===== src/rtl/timer_share_pkg.sv =====
// timer_share_pkg: shared types and helpers for timer_share_arbiter
//   state_e   : arbiter FSM states (OFF, ON, GAP)
//   cnt_width : clog2-safe width of a down-counter reaching max(on, gap) - 1
package timer_share_pkg;
    typedef enum logic [1:0] {OFF = 2'd0, ON = 2'd1, GAP = 2'd2} state_e;
    function automatic int cnt_width(input int on_c, input int gap_c);
        int m;
        m = (on_c > gap_c) ? on_c : gap_c;
        return (m < 1) ? 1 : $clog2(m + 1);
    endfunction
endpackage


===== src/rtl/timer_share_arbiter_rr_picker.sv =====
// rr_picker: combinational round-robin pick of the first set request at or after i_ptr
//   i_req   [N]  request levels
//   i_ptr   [PW] highest-priority index
//   o_valid      any request set
//   o_gnt   [N]  one-hot winner (0 when none)
//   o_idx   [PW] winner index (0 when none)
module rr_picker #(
    parameter int N  = 4,
    parameter int PW = $clog2(N)
) (
    input  logic [N-1:0]  i_req,
    input  logic [PW-1:0] i_ptr,
    output logic          o_valid,
    output logic [N-1:0]  o_gnt,
    output logic [PW-1:0] o_idx
);
    always_comb begin
        o_valid = 1'b0;
        o_idx   = '0;
        for (int i = 0; i < N; i++) begin
            if (!o_valid && i_req[(int'(i_ptr) + i) % N]) begin
                o_valid = 1'b1;
                o_idx   = PW'((int'(i_ptr) + i) % N);
            end
        end
        o_gnt = o_valid ? (N'(1) << o_idx) : '0;
    end
endmodule


===== src/rtl/timer_share_arbiter.sv =====
// timer_share_arbiter: round-robin share of one fixed-length pulse timer among NREQ requesters
//   clk        rising-edge clock
//   rst_n      asynchronous active-low reset
//   req  [N]   level requests, held until granted
//   gnt  [N]   one-hot owner while x is high
//   x          shared timed output, high for ON_CYCLES per grant
//   owner      index of current or most recent grantee
//   done       one-cycle pulse on the grant-expiry edge
// Optional: TIMER_SHARE_RETRIGGER_EN lets a rising edge on the owner's req reload the timer.
module timer_share_arbiter
    import timer_share_pkg::*;
#(
    parameter int NREQ       = 4,
    parameter int ON_CYCLES  = 3,
    parameter int GAP_CYCLES = 1
) (
    input  logic                    clk,
    input  logic                    rst_n,
    input  logic [NREQ-1:0]         req,
    output logic [NREQ-1:0]         gnt,
    output logic                    x,
    output logic [$clog2(NREQ)-1:0] owner,
    output logic                    done
);
    localparam int OW = $clog2(NREQ);
    localparam int CW = cnt_width(ON_CYCLES, GAP_CYCLES);
    localparam logic [CW-1:0] ON_LD  = CW'(ON_CYCLES - 1);
    localparam logic [CW-1:0] GAP_LD = CW'((GAP_CYCLES > 0) ? GAP_CYCLES - 1 : 0);

    state_e          r_state;
    logic [CW-1:0]   r_cnt;
    logic [OW-1:0]   r_ptr, r_owner;
    logic [NREQ-1:0] r_gnt;
    logic            r_x, r_done;
    logic [OW-1:0]   w_nptr, w_ptr, w_idx;
    logic [NREQ-1:0] w_gnt;
    logic            w_valid, w_retrig, w_expire, w_arb;

    assign w_nptr = (r_owner == OW'(NREQ - 1)) ? '0 : r_owner + 1'b1;
    // On the expiry edge (gap-less case) arbitration must already see the advanced pointer
    assign w_ptr  = (r_state == ON) ? w_nptr : r_ptr;

    rr_picker #(.N(NREQ), .PW(OW)) u_pick (
        .i_req  (req),
        .i_ptr  (w_ptr),
        .o_valid(w_valid),
        .o_gnt  (w_gnt),
        .o_idx  (w_idx)
    );

`ifdef TIMER_SHARE_RETRIGGER_EN
    logic [NREQ-1:0] r_req_q;
    always_ff @(posedge clk or negedge rst_n) begin
        if (!rst_n) r_req_q <= '0;
        else        r_req_q <= req;
    end
    assign w_retrig = (r_state == ON) && req[r_owner] && !r_req_q[r_owner];
`else
    assign w_retrig = 1'b0;
`endif

    // A retrigger landing on the expiry edge cancels the expiry
    assign w_expire = (r_state == ON) && (r_cnt == '0) && !w_retrig;
    assign w_arb    = (r_state == OFF) || (w_expire && GAP_CYCLES == 0);

    always_ff @(posedge clk or negedge rst_n) begin
        if (!rst_n) begin
            r_state <= OFF;
            r_cnt   <= '0;
            r_ptr   <= '0;
            r_owner <= '0;
            r_gnt   <= '0;
            r_x     <= 1'b0;
            r_done  <= 1'b0;
        end else begin
            r_done <= w_expire;
            if (w_expire) r_ptr <= w_nptr;
            if (w_arb && w_valid) begin
                r_state <= ON;
                r_gnt   <= w_gnt;
                r_owner <= w_idx;
                r_x     <= 1'b1;
                r_cnt   <= ON_LD;
            end else if (w_expire) begin
                r_state <= (GAP_CYCLES > 0) ? GAP : OFF;
                r_gnt   <= '0;
                r_x     <= 1'b0;
                r_cnt   <= GAP_LD;
            end else if (r_state == ON) begin
                r_cnt <= w_retrig ? ON_LD : r_cnt - 1'b1;
            end else if (r_state == GAP) begin
                if (r_cnt == '0) r_state <= OFF;
                else             r_cnt   <= r_cnt - 1'b1;
            end
        end
    end

    assign gnt   = r_gnt;
    assign x     = r_x;
    assign owner = r_owner;
    assign done  = r_done;
endmodule


===== config.mk =====
export PLATFORM = sky130hd
export DESIGN_NAME = timer_share_arbiter
export DESIGN_NICKNAME = d
export VERILOG_FILES = /design/src/rtl/timer_share_pkg.sv /design/src/rtl/timer_share_arbiter_rr_picker.sv /design/src/rtl/timer_share_arbiter.sv
export SDC_FILE = /design/constraint.sdc
export NUM_CORES = 1
export LEC_CHECK = 0
export ABC_AREA = 1
export CAP_MARGIN = 20
export CORE_ASPECT_RATIO = 0.75
export CORE_MARGIN = 4
export CORE_UTILIZATION = 30
export CTS_CLUSTER_DIAMETER = 120
export DETAILED_ROUTE_END_ITERATION = 8
export PLACE_DENSITY = 0.53
export SYNTH_ARGS = -nofsm -noshare
export SYNTH_HDL_FRONTEND = slang
export SYNTH_HIERARCHICAL = 1
export SYNTH_SLANG_ARGS = --single-unit
export TNS_END_PERCENT = 30

===== constraint.sdc =====
create_clock -name clk -period 2.9 [get_ports clk]
set_input_delay 0.29 -clock clk [delete_from_list [all_inputs] [get_ports clk]]
set_output_delay 0.29 -clock clk [all_outputs]
set_load 0.02 [all_outputs]

==> flow_summary_export.csv, run 1 <==
group,metric,value,unit
layout,total_of_fill_cells_in_the_finished_design,365,
routing,vias_per_cell,4.64,
sta,highest_clock_frequency_the_design_can_meet,397,MHz
worst_setup_path,timing.critical_path.fanout_max,13,
synth,postSynthRegisterBits,14,
global_routing,first_global_vias,862,
synth,synthesis.area,0.00105,mm²
layout,layout.nets,177,
sta,finalSetupTns,0,ns
worst_setup_path,rr_startpoint,"owner[0]",
floorplanning,dieHeight,59.3,µm
placed_design,post-place-ws,0.388,ns
layout,final_core_utilization,38.3,%
worst_setup_path,type_of_element_launching_the_critical_path,"register",
synth,synth.most_common_cell,"sky130_fd_sc_hd__nand2_1",
placed_design,portBuffers,13,
sta,layout_min_cycle_time,2.52,ns
floorplanning,die_w,76.4,µm
floorplanning,placement_rows,18,
synth,postSynth.topFlopCell,"sky130_fd_sc_hd__dfrtp_1",
worst_setup_path,timing.critical_path.required,3.04,ns
worst_setup_path,arrival,2.66,ns
sta,finalCritPeriodShare,86.8,%
worst_setup_path,criticalPathCategory,"reg -> reg",
sta,setup_viol,0,
worst_setup_path,cp-end-kind,"register",
routing,via_count,955,
sta,relative_max_transition_margin,57.4,%
sta,final-hold-violation-count,0,
synth,synth.yosys.seq_area_share,33.3,%
worst_setup_path,worst_r2r_endpoint,"owner[1]",
cts,post_cts_resize_count,0,
synth,synth.largest_area_cell,"sky130_fd_sc_hd__dfrtp_1",
cts,h_tree_levels,1,
routing,detail-route-antenna-nets,0,
sta,total_count_of_max_transition_violations_in_the_final_report,0,
routing,drt-total-wl,2.30,mm
global_routing,antenna_found_initial,0,
synth,synthesis.area_per_instance,7.02,µm²
floorplanning,initial_utilization,31.6,%
synth,synth.yosys.warnings,6,
synth,synthArstFlopShare,100,%
min_path,worst_hold_path_type,"in -> async",
sta,unrepaired_setup_endpoints_after_global_routing,"no",
routing,remaining_drc_errors,0,
global_routing,grt_max_degree,15,
cts,clk-insertion-delay-late,0.25,ns
sta,finalClockSkew,0.00341,ns
global_routing,globalRoute.totalOverflow,0,
layout,drive_above_1_share,18.7,%
routing,route.detailed.wl_per_inst,11.2,µm
pwr,power.leakage,0.707,nW
synth,synth_largest_type_area_fraction,33.3,%
routing,drt_pass1_iterations,4,
synth,synth.lib_cells_used.distinct,21,
cts,cts_tree,"built",
cts,hold_buffers,0,
layout,area_of_all_sequential_standard_cells,350,µm²
synth,synth_top_cells_by_area,"sky130_fd_sc_hd__dfrtp_1 (33%), sky130_fd_sc_hd__nand2_1 (21%), sky130_fd_sc_hd__nand3_1 (6.2%)",
cts,clock_sink_count,14,
status,outcome,"complete, no violations",
layout,stdcell_area,0.00128,mm²
cts,clk_pin_slew,0.06,ns
layout,multiInputGateArea,597,µm²
floorplanning,core_area,0.00333,mm²
synth,syn_nets,160,
sta,worst_hold_slack,0.434,ns
worst_setup_path,r2r_setup_slack,0.38,ns
pwr,pwr_cell_area,339,mW/mm²
routing,initialDrtViolationCount,61,
worst_setup_path,reg2regPathDepth,16,
global_routing,groute.usage.overall,10.9,%
run,max_cap_violations,0,
synth,syn-instance-count,150,
sta,fin_ws,0.384,ns
cts,ctsRootBufferMaster,"sky130_fd_sc_hd__clkbuf_8",
floorplanning,total_i_o_pin_count,14,
sta,tightest_slew,0.636,ns
synth,synth.top_cells.by_count,"sky130_fd_sc_hd__nand2_1 (58), sky130_fd_sc_hd__inv_1 (16), sky130_fd_sc_hd__dfrtp_1 (14)",
placed_design,post_dp_cell_area,0.00122,mm²
global_routing,grt_pass1_wl,3.87,mm
pwr,irDropWorstVdd,148,µV
synth,synth-edff-count,0,
cts,cts_post_setup_buffers_inserted,0,
placed_design,detailedPlacementHpwl,1.75,mm
placed_design,gp_routability_congestion,0.825,
layout,n_antenna_cell,0,
cts,clock_path_buffers,2,
cts,cts_made_buffers,3,
layout,layout_overhead_on_the_synthesized_area,21.1,%
floorplanning,floorplan_die_area,0.00453,mm²
## sequential cells by signal, summed over array words and instances (netlist names)
register / cells
done: 1
gnt: 4
owner: 2
r_cnt: 2
r_ptr: 2
r_state: 2
x: 1
## through the flow
| stage | cells | total power, mW |
|---|---|---|
| floorplan | 150 | 0.225 |
| global placement | 202 | 0.241 |
| detailed placement | 202 | 0.241 |
| CTS | 206 | 0.438 |
| global route | 206 | 0.455 |
| finish | 206 | 0.432 |
## layer usage
metal / vias up / GRT usage (%) / share of wire, %
met5: - / 0 / 0
met4: 0 / 3.88 / 1.0
met3: 2 / 3.19 / 2.4
met2: 11 / 16.6 / 42
met1: 444 / 14.9 / 54
li1: 498 / - / -
## cell type report
class,count,share of cell area (%)
Clock buffer,4,4.31
Inverter,19,6.18
Multi-Input combinational cell,114,46.8
Sequential cell,14,27.5
Tap cell,40,3.92
Timing Repair Buffer,15,11.4
## power breakdown
part | total, mW | switching [mW] | internal (mW)
logic | 0.0424 | 0.0265 | 0.0159
registers | 0.195 | 0 | 0.195
clock network | 0.195 | 0.0741 | 0.120
## kinds of logic (layout without fill, tap and decap cells)
logic type | Yosys count | count (layout) | synth area share, %
AOI/OAI and AO/OA | 9 | 9 | 4.99
adders and majority gates | 4 | 4 | 4.75
buffers and inverters | 22 | 38 | 10.1
and+or+nand+nor | 101 | 101 | 46.9
DFF | 14 | 14 | 33.3
## critical path: stages, from the launching register on
cell and delay (ns):
sky130_fd_sc_hd__dfrtp_1 0.42, sky130_fd_sc_hd__ha_1 0.21, sky130_fd_sc_hd__nor2_1 0.12, sky130_fd_sc_hd__nand2_1 0.06, sky130_fd_sc_hd__o21ai_0 0.07, sky130_fd_sc_hd__buf_4 0.23
sky130_fd_sc_hd__inv_8 0.07, sky130_fd_sc_hd__nand2_1 0.10, sky130_fd_sc_hd__nand2_4 0.08, sky130_fd_sc_hd__nand2_4 0.07, sky130_fd_sc_hd__nand2_4 0.06, sky130_fd_sc_hd__nor2_4 0.09
sky130_fd_sc_hd__nand3_2 0.10, sky130_fd_sc_hd__nand2_1 0.33, sky130_fd_sc_hd__inv_1 0.23, sky130_fd_sc_hd__nand2_1 0.13, sky130_fd_sc_hd__nand2_1 0.05
## placed cells by master (no fill, tap or decap), drive strengths merged
master	Yosys	layout
buf	3	2
o21ai	7	7
clkbuf	0	4
nand2	70	70
ha	4	4
nor2	11	11
dfrtp	14	14
a21oi	2	2
nand4	2	2
nand3	18	18
inv	19	19
clkdlybuf4s50	0	13
## how the worst max path moves through the flow
stage | start | to | slack [ns] | depth (start not counted)
2_1_floorplan | owner[0] | r_cnt[1] | 0.51 | 14
3_3_place_gp | owner[0] | owner[1] | 0.41 | 16
3_5_place_dp | owner[0] | owner[1] | 0.39 | 16
4_1_cts | owner[0] | owner[1] | 0.37 | 16
5_1_grt | owner[0] | owner[1] | 0.07 | 16
6_report | owner[0] | owner[1] | 0.38 | 16
(Power assumes the default switching activity.)
==> run 2, diff against run 1 <==
Settings changed: CAP_MARGIN 20 to not set, CORE_UTILIZATION 30 to 35, PLACE_DENSITY 0.53 to 0.59.
==> run 2 against run 1 <==
Final cell count is 1.9% lower. Total power fell by 0.51%. Sequential cell count stayed put. Critical path type unchanged. Clock skew shrank 0.00092 ns. Final area fell by 0.39%. Critical endpoint is now owner[0].
==> flow_summary_export.csv, run 2 (synthesized netlist as in run 1, its figures left out) <==
group,metric,value,unit
sta,finalClockSkew,0.00249,ns
placed_design,detailedPlacementHpwl,1.69,mm
cts,hold_buffers,0,
layout,most_frequent_standard_cell_in_the_layout_excluding_fill_and_tap_cells,"sky130_fd_sc_hd__nand2_1",
pwr,irDropWorstVdd,221,µV
layout,drive_above_1_share,18.7,%
layout,layout.nets,177,
cts,cts_post_setup_buffers_inserted,0,
routing,remaining_drc_errors,0,
global_routing,antenna_found_initial,0,
placed_design,portBuffers,13,
worst_setup_path,critical_path.n_buffers_inverters,3,
pwr,pwr_cell_area,338,mW/mm²
run,max_cap_violations,0,
layout,number_of_flip_flops_in_the_largest_register,4,
routing,drt_pass1_iterations,4,
sta,finalCritPeriodShare,86.7,%
worst_setup_path,critical-path-max-stage-delay,0.42,ns
worst_setup_path,cp-end-kind,"register",
worst_setup_path,timing.critical_path.fanout_max,13,
worst_setup_path,timing.critical_path.required,3.04,ns
floorplanning,total_i_o_pin_count,14,
worst_setup_path,criticalPathCategory,"reg -> reg",
sta,finalSetupTns,0,ns
floorplanning,dieHeight,55.5,µm
cts,cts_made_buffers,3,
cts,cts_tree,"built",
routing,route.detailed.wl_per_inst,11.1,µm
global_routing,globalRoute.totalOverflow,0,
sta,relative_max_transition_margin,55.1,%
global_routing,groute.usage.overall,11.9,%
worst_setup_path,critPathSlowestCell,"sky130_fd_sc_hd__dfrtp_1",
sta,tightest_slew,0.672,ns
global_routing,first_global_vias,793,
cts,clk_pin_slew,0.06,ns
routing,drt-total-wl,2.25,mm
floorplanning,placement_rows,16,
floorplanning,core_area,0.00274,mm²
pwr,power.total,0.430,mW
worst_setup_path,arrival,2.65,ns
layout,n_antenna_cell,0,
cts,post_cts_resize_count,0,
routing,vias_per_cell,4.65,
worst_setup_path,critical-path-top-cell-by-count,"sky130_fd_sc_hd__nand2_1",
worst_setup_path,type_of_element_launching_the_critical_path,"register",
cts,h_tree_levels,1,
cts,clk-insertion-delay-late,0.24,ns
routing,via_count,939,
routing,initialDrtViolationCount,56,
min_path,worst_hold_path_type,"in -> async",
global_routing,grt_max_degree,15,
layout,final-instance-count-excl-fill,202,
sta,unrepaired_setup_endpoints_after_global_routing,"no",
floorplanning,initial_utilization,38.4,%
placed_design,place.detailed.instances,198,
floorplanning,floorplan_die_area,0.00396,mm²
cts,ctsRootBufferMaster,"sky130_fd_sc_hd__clkbuf_8",
pwr,power.leakage,0.707,nW
cts,clock_path_buffers,2,
sta,setup_viol,0,
placed_design,gp_routability_congestion,0.843,
layout,total_of_fill_cells_in_the_finished_design,255,
cts,clock_sink_count,14,
worst_setup_path,critical-path-top-delay-family,"simple AND/OR/NAND/NOR gates",
status,outcome,"complete, no violations",
routing,detail-route-antenna-nets,0,
layout,layout.cells.most_common_list,"sky130_fd_sc_hd__nand2_1 (58), sky130_fd_sc_hd__inv_1 (16), sky130_fd_sc_hd__dfrtp_1 (14)",
sta,layout_min_cycle_time,2.52,ns
floorplanning,die_w,71.4,µm
global_routing,grt_pass1_wl,3.77,mm
layout,layout_overhead_on_the_synthesized_area,20.7,%
sta,highest_clock_frequency_the_design_can_meet,398,MHz
sta,final-hold-violation-count,0,
sta,total_count_of_max_transition_violations_in_the_final_report,0,
worst_setup_path,crit_path_cell_trace,"ha_1 -> nor2_1 -> nand2_1 -> o21ai_0 -> buf_4 -> inv_8 -> nand2_1 -> nand2_4 -> nand2_4 -> nand2_4 -> nor2_4 -> nand3_2 -> nand2_1 -> inv_1 -> nand2_1 -> nand2_1",
[run 2: worst register-to-register path: cells and delay by family (launching register included)]
kind | cells | cell delay (ns)
compound gates | 1 | 0.07
fa+ha+maj | 1 | 0.21
buf+inv | 3 | 0.53
flops | 1 | 0.42
simple gates | 11 | 1.19
[run 2: where the power goes]
part           internal [mW]  switching [mW]
logic                 0.0159          0.0263
clock network          0.120          0.0723
registers              0.195               0
total                  0.331          0.0985
[run 2: layer usage]
metal	vias to the layer above	routed length (µm)	global-route usage, %
met3	2	107	4.53
met5	-	0	0
met1	413	1260	19.4
met2	27	873	14.0
met4	0	8	2.41
li1	497	-	-
[run 2: area by class of cell]
class | count | area (µm²) | area share [%]
multi-input cells | 114 | 597 | 46.9
flip-flops and latches | 14 | 350 | 27.6
repair buffers | 15 | 145 | 11.4
inverters | 19 | 78.8 | 6.20
clock buffers | 4 | 55.1 | 4.33
well taps | 36 | 45.0 | 3.54
[run 2: final timing paths]
| kind | start | end | slack, ns | cells past startpoint |
|---|---|---|---|---|
| min | rst_n | r_ptr[1] | 0.45 | 1 |
| max in group asynchronous | rst_n | r_state[0] | 2.02 | 1 |
| min reg2reg | x | x | 0.47 | 2 |
| min in group clk | x | x | 0.47 | 2 |
| max reg2reg | owner[0] | owner[0] | 0.38 | 16 |
| max | owner[0] | owner[0] | 0.38 | 16 |
[run 2: per-stage QoR]
step           hold slack, ns  util [%]  setup slack (ns)  area [µm²]
2_1_floorplan        -0.00559         -             0.508        1050
3_3_place_gp            0.463      44.3             0.446        1220
3_5_place_dp            0.466      44.3             0.396        1220
4_1_cts                 0.465      46.4             0.379        1270
5_1_grt                 0.510      46.4             0.116        1270
6_report                0.451      46.4             0.384        1270
